### src/rtl/alu_pkg.sv
// Shared types and constants for the two-requester ALU arbiter.
// Opcode encoding, the undefined-op result, FSM states and the response bundle.
package alu_pkg;

    localparam int ALU_W   = 8;
    localparam int ALU_OPW = 3;

    typedef enum logic [2:0] {
        OP_ADD = 3'b000,
        OP_SUB = 3'b001,
        OP_ROT = 3'b010,
        OP_XOR = 3'b011,
        OP_AND = 3'b100,
        OP_OR  = 3'b101
    } alu_op_e;

    localparam logic [ALU_W-1:0] UNDEF_RESULT = 8'hFF;

    typedef enum logic {
        EMPTY = 1'b0,
        FULL  = 1'b1
    } arb_state_e;

    // Contents of the registered response channel.
    typedef struct packed {
        logic             id;
        logic [ALU_W-1:0] data;
        logic             carry;
        logic             zero;
        logic             err;
    } rsp_t;

endpackage

### src/rtl/alu_core.sv
// Purely combinational 8-bit ALU: add, sub, rotate-left, xor, and, or.
// Ports: a, b, op in; result, carry (add/sub only), err (undefined op) out.
module alu_core
    import alu_pkg::*;
#(
    parameter int W   = ALU_W,
    parameter int OPW = ALU_OPW
) (
    input  logic [W-1:0]   a,
    input  logic [W-1:0]   b,
    input  logic [OPW-1:0] op,
    output logic [W-1:0]   result,
    output logic           carry,
    output logic           err
);

    logic [W:0]   add_w;
    logic [W:0]   sub_w;
    logic [W-1:0] rot4;
    logic [W-1:0] rot2;
    logic [W-1:0] rot1;

    assign add_w = {1'b0, a} + {1'b0, b};

    // Two's complement subtract; bit W is the
    // no-borrow flag, i.e. set when a >= b.
    assign sub_w = {1'b0, a} + {1'b0, ~b}
                 + {{W{1'b0}}, 1'b1};

    // Rotate left as a 4/2/1 barrel.
    assign rot4 = b[2] ? {a[W-5:0], a[W-1:W-4]}
                       : a;
    assign rot2 = b[1] ? {rot4[W-3:0], rot4[W-1:W-2]}
                       : rot4;
    assign rot1 = b[0] ? {rot2[W-2:0], rot2[W-1]}
                       : rot2;

    always_comb begin
        result = '0;
        carry  = 1'b0;
        err    = 1'b0;
        case (op)
            OP_ADD: begin
                result = add_w[W-1:0];
                carry  = add_w[W];
            end
            OP_SUB: begin
                result = sub_w[W-1:0];
                carry  = sub_w[W];
            end
            OP_ROT: result = rot1;
            OP_XOR: result = a ^ b;
            OP_AND: result = a & b;
            OP_OR:  result = a | b;
            default: begin
                result = UNDEF_RESULT;
                err    = 1'b1;
            end
        endcase
    end

endmodule

### src/rtl/alu_arbiter.sv
// Round-robin arbiter sharing one ALU between two requesters, with a
// one-entry registered response channel tagged by requester id.
// Ports: clk, rst_n; req_valid/req_ready[1:0], req_a*/req_b*/req_op*;
// rsp_valid/rsp_ready, rsp_id, rsp_data, rsp_carry, rsp_zero, rsp_err.
module alu_arbiter
    import alu_pkg::*;
#(
    parameter int W   = ALU_W,
    parameter int OPW = ALU_OPW
) (
    input  logic           clk,
    input  logic           rst_n,
    input  logic [1:0]     req_valid,
    output logic [1:0]     req_ready,
    input  logic [W-1:0]   req_a0,
    input  logic [W-1:0]   req_a1,
    input  logic [W-1:0]   req_b0,
    input  logic [W-1:0]   req_b1,
    input  logic [OPW-1:0] req_op0,
    input  logic [OPW-1:0] req_op1,
    output logic           rsp_valid,
    input  logic           rsp_ready,
    output logic           rsp_id,
    output logic [W-1:0]   rsp_data,
    output logic           rsp_carry,
    output logic           rsp_zero,
    output logic           rsp_err
);

    arb_state_e state_q;
    arb_state_e state_d;
    logic       last_q;
    logic       last_d;
    rsp_t       rsp_q;
    rsp_t       rsp_d;

    logic           gnt_id;
    logic           any_valid;
    logic           can_accept;
    logic           xfer;
    logic [W-1:0]   alu_a;
    logic [W-1:0]   alu_b;
    logic [OPW-1:0] alu_op;
    logic [W-1:0]   alu_res;
    logic           alu_carry;
    logic           alu_err;

    // Grant selection: contention goes to the
    // requester that did not win last time.
    always_comb begin
        gnt_id = 1'b0;
        case (req_valid)
            2'b11:   gnt_id = ~last_q;
            2'b10:   gnt_id = 1'b1;
            default: gnt_id = 1'b0;
        endcase
    end

    assign any_valid = |req_valid;

    assign alu_a  = gnt_id ? req_a1  : req_a0;
    assign alu_b  = gnt_id ? req_b1  : req_b0;
    assign alu_op = gnt_id ? req_op1 : req_op0;

    alu_core #(
        .W   (W),
        .OPW (OPW)
    ) u_core (
        .a      (alu_a),
        .b      (alu_b),
        .op     (alu_op),
        .result (alu_res),
        .carry  (alu_carry),
        .err    (alu_err)
    );

    // State register.
    always_ff @(posedge clk or negedge rst_n) begin
        if (!rst_n) begin
            state_q <= EMPTY;
            last_q  <= 1'b1;
            rsp_q   <= '0;
        end else begin
            state_q <= state_d;
            last_q  <= last_d;
            rsp_q   <= rsp_d;
        end
    end

    // Next-state logic.
    always_comb begin
        state_d = state_q;
        case (state_q)
            EMPTY: begin
                if (xfer) state_d = FULL;
            end
            FULL: begin
                if (rsp_ready && !xfer)
                    state_d = EMPTY;
            end
            default: state_d = EMPTY;
        endcase
    end

    // Response register and round-robin pointer
    // only move on an accepted transfer.
    always_comb begin
        rsp_d  = rsp_q;
        last_d = last_q;
        if (xfer) begin
            rsp_d.id    = gnt_id;
            rsp_d.data  = alu_res;
            rsp_d.carry = alu_carry;
            rsp_d.zero  = (alu_res == '0);
            rsp_d.err   = alu_err;
            last_d      = gnt_id;
        end
    end

    // Outputs. req_ready is forced low in reset so
    // nothing looks accepted while flops are held.
    always_comb begin
        rsp_valid  = (state_q == FULL);
        can_accept = !rsp_valid || rsp_ready;
        xfer       = any_valid && can_accept;
        req_ready  = 2'b00;
        if (rst_n && xfer)
            req_ready[gnt_id] = 1'b1;
    end

    assign rsp_id    = rsp_q.id;
    assign rsp_data  = rsp_q.data;
    assign rsp_carry = rsp_q.carry;
    assign rsp_zero  = rsp_q.zero;
    assign rsp_err   = rsp_q.err;

endmodule

### config.mk
export PLATFORM = sky130hd
export DESIGN_NAME = alu_arbiter
export DESIGN_NICKNAME = d
export VERILOG_FILES = /design/src/rtl/alu_pkg.sv /design/src/rtl/alu_core.sv /design/src/rtl/alu_arbiter.sv
export SDC_FILE = /design/constraint.sdc
export NUM_CORES = 1
export LEC_CHECK = 0
export ABC_AREA = 1
export CAP_MARGIN = 20
export CORE_UTILIZATION = 47
export DETAILED_ROUTE_END_ITERATION = 10
export HOLD_SLACK_MARGIN = 0.02
export PLACE_DENSITY = 0.78
export SLEW_MARGIN = 10
export SYNTH_ARGS = -nofsm -noshare
export SYNTH_HDL_FRONTEND = slang
export SYNTH_SLANG_ARGS = --single-unit
### constraint.sdc
create_clock -name clk -period 2.9 [get_ports clk]
set_clock_uncertainty 0.05 [all_clocks]
set_input_delay 0.58 -clock clk [delete_from_list [all_inputs] [get_ports clk]]
set_output_delay 0.58 -clock clk [all_outputs]
set_load 0.03 [all_outputs]
==> key figures <==
Pwr
  – Switching share of total power: 0.460
  – Seq pwr share: 0.153
  – Power Density: 434 nW/um^2
  – Int Pwr: ~930 uW
  – Psw: a little under 800 uW
  – Leak: between 0.002 and 0.0025 uW
  – Worst vdd ir: 0.000223 V
  – Clock power share: 0.112
  – Combinational Power Share: 0.735

Clock tree
  – Longest Clk Path Bufs: 2
  – Clock Sinks: 14
  – TritonCTS clock tree: yes
  – CTS clk-pin slew, worst paths: 60 ps
  – Worst-Skew Late Latency: roughly 250 ps
  – H-tree levels: 1
  – CTS root buffer: clkbuf_8
  – Inserted Clock Buffers: 3

Global route
  – Grt ovf: 0
  – Pin count of the biggest net entering global routing: 15
  – Number of global-route vias before repair: approximately 2900
  – Initial antenna violation count: 0
  – First-pass GRT wire length: about 13000 microns
  – Gr usage total: 0.306

Timing
  – PnR worst setup slack: roughly 54 ps
  – Fin crit period: 2850 ps
  – Worst-margin pin slew: about 340 ps
  – Final setup vio count: 0
  – Max Slew Vio Count: 0
  – Slew headroom: 0.770
  – Final Cycle Share: 0.981
  – Worst hold slack: 434 ps
  – Hold Vio Cnt, Final: 0
  – Max Fclk: between 0.3 and 0.4 GHz

Placement
  – Final RePlAce weighted congestion: 0.913
  – Number of port buffers: 57
  – Setup WS pre-CTS: -639 ps
  – DP Cell Count: just over 600
  – Dpl hpwl: 6940 microns

Status
  – Status: finished clean

Routing
  – Vias per cell: 5.24
  – Routed WL: 8910 microns
  – Drt drc: 0
  – Antenna viol nets, final: 0
  – Drt first pass iters: 5
  – DRT iter0 DRCs: 257
  – Vias: roughly 3300
  – Routed len/inst: 14.0 microns

Logic synthesis
  – FF+latch count, synth: 14
  – Area share of the largest cell type after synthesis: 0.177
  – Leading area contributor after synthesis: nand2_1
  – Cell count after synthesis: 428
  – Top_reg_cell synth: dfrtp_1
  – Post-synth ARST share: 1.00
  – Synth area leaders: nand2_1, dfrtp_1, ha_1, nand3_1, inv_1
  – Synth cell types: 31
  – Register area share after synthesis: 0.142
  – Post-synthesis net count: 498
  – Synthesized area per cell: 5.79 sq um
  – Ys Warns: 0
  – Post-synth EDFFs: 0
  – Mapped Area: ~2500 sq um

Finish
  – Final #Nets: 636
  – # diodes: 0
  – Layout cells sized above 1: 0.274
  – Filler cells: 403
  – Synthesis-to-layout area growth: 60.1%
  – Post-Layout Cell Count: 635

Floorplan
  – Std-Cell Rows: 26
  – Initial core utilization: 0.488
  – Core area: 5070 sq um
  – Die X: 74.6 microns
  – Top-level port count: 58
  – DIE AREA: 5560 sq um
  – Die Height: 74.6 microns

Worst hold path
  – Worst hold path class: reg -> reg

Critical path
  – Worst Path Max Fanout: 6
  – Critical Path Sink Type: flip-flop
  – CP required: approximately 3000 ps
  – CP Launch Type: flip-flop
  – Crit path DAT: 2990 ps
  – Crit path kind: reg -> reg

Flow run
  – Max_cap viols: 0
==> state kept, by name (all words and copies together), names as in the netlist <==
signal / cells
last_q: 1
rsp_err: 1
rsp_id: 1
rsp_valid: 1
rsp_data: 8
rsp_carry: 1
rsp_zero: 1
==> cells in the final DEF (no fill, tap or decap), types with 10 or more instances in the layout <==
cell type	count
nor2_1	52
nand2_2	13
nand2_1	108
dfrtp_1	13
ha_1	22
nand4_1	10
buf_4	81
nand3_1	46
nand3_2	11
nand3b_1	10
inv_1	56
clkdlybuf4s50_1	51
==> layout make-up <==
class / count / area (sq um) / share of cell area
inverters: 66 / 253 / 0.0638
repair buffers: 144 / 1240 / 0.313
flip-flops and latches: 14 / 352 / 0.0887
well taps: 70 / 87.6 / 0.0221
clock buffers: 4 / 55.1 / 0.0139
multi-input cells: 337 / 1980 / 0.498
==> final timing paths <==
check | slack, ps | start | to | cells past startpoint
worst max-delay path | 50 | last_q | rsp_zero | 19
worst min-delay path | 430 | rsp_data[6] | rsp_data[6] | 2
worst max register to register | 50 | last_q | rsp_zero | 19
worst min register to register | 430 | rsp_data[6] | rsp_data[6] | 2
max in group asynchronous | 1940 | rst_n | last_q | 2
min in group asynchronous | 620 | rst_n | rsp_err | 2
==> power groups by stage <==
| stage | sequential [uW] | combinational, uW | clock (uW) |
|---|---|---|---|
| 6_report | 263 | 1260 | 193 |
| 5_1_grt | 268 | 1360 | 202 |
| 4_1_cts | 264 | 1140 | 194 |
| 3_5_place_dp | 265 | 1110 | 0 |
| 3_3_place_gp | 263 | 1090 | 0 |
| 2_1_floorplan | 348 | 527 | 0 |
==> cells by family (layout without fill, tap and decap cells) <==
kind of cell | Yosys count | count (layout) | share of synthesized area
and+or+nand+nor | 262 | 262 | 0.468
buffers and inverters | 77 | 214 | 0.125
AOI/OAI and AO/OA | 44 | 44 | 0.108
adders and majority gates | 27 | 27 | 0.142
DFF | 14 | 14 | 0.142
xor gates and xnor gates | 4 | 4 | 0.0142
==> cell usage after synthesis (2+ instances only) <==
cell type  count
o21ai_0       12
dfrtp_1       13
nand3_2        5
buf_2          5
nor2_1        60
o21ai_4        2
inv_1         62
nand4_1       10
inv_2          3
o21ai_2        2
nand3b_1      10
xor2_1         3
fa_1           2
nand3_1       52
a21oi_1       14
a31oi_1        3
clkbuf_1       4
o21a_1         3
o211ai_1       2
o21ai_1        5
nand2_2        5
nand2_1      117
ha_1          25
nor3_1         2
==> routing by layer <==
| metal | part of all wire | global-route usage |
|---|---|---|
| met5 | 0 | 0 |
| met4 | 0.032 | 0.107 |
| met3 | 0.057 | 0.0136 |
| met1 | 0.41 | 0.383 |
| met2 | 0.50 | 0.555 |
==> metrics by stage <==
| stage | utilization | power [uW] | area, sq um | TNS (ps) |
|---|---|---|---|---|
| detailed placement | 0.713 | 1370 | 3620 | -4100 |
| global placement | 0.713 | 1350 | 3620 | -3360 |
| floorplan | - | 875 | 2480 | 0 |
| CTS | 0.738 | 1590 | 3750 | 0 |
| finish | 0.781 | 1720 | 3960 | 0 |
| global route | 0.781 | 1830 | 3960 | -65.8 |
==> worst max-delay path, cell delays in order, from the launching register on <==
cell	delay, ps
dfstp_2	540
nand2_2	90
buf_4	150
buf_2	150
buf_4	140
nand3_1	70
nand2_2	100
ha_4	320
inv_2	60
a21oi_2	140
nand2_2	100
xor2_1	170
nor2_1	90
nor2_1	140
nand3_1	110
nor2_2	120
nand2_1	60
nor2_1	80
nand2_1	50
nand2_1	50
==> what timing repair did <==
action	in CTS	in global routing
endpoints found under the setup margin	8	8
gates cloned	0	2
buffers inserted	2	10
gates resized for setup	17	49
hold buffers	0	0
pin swaps	5	38
Power figures use the tool's default switching activity.
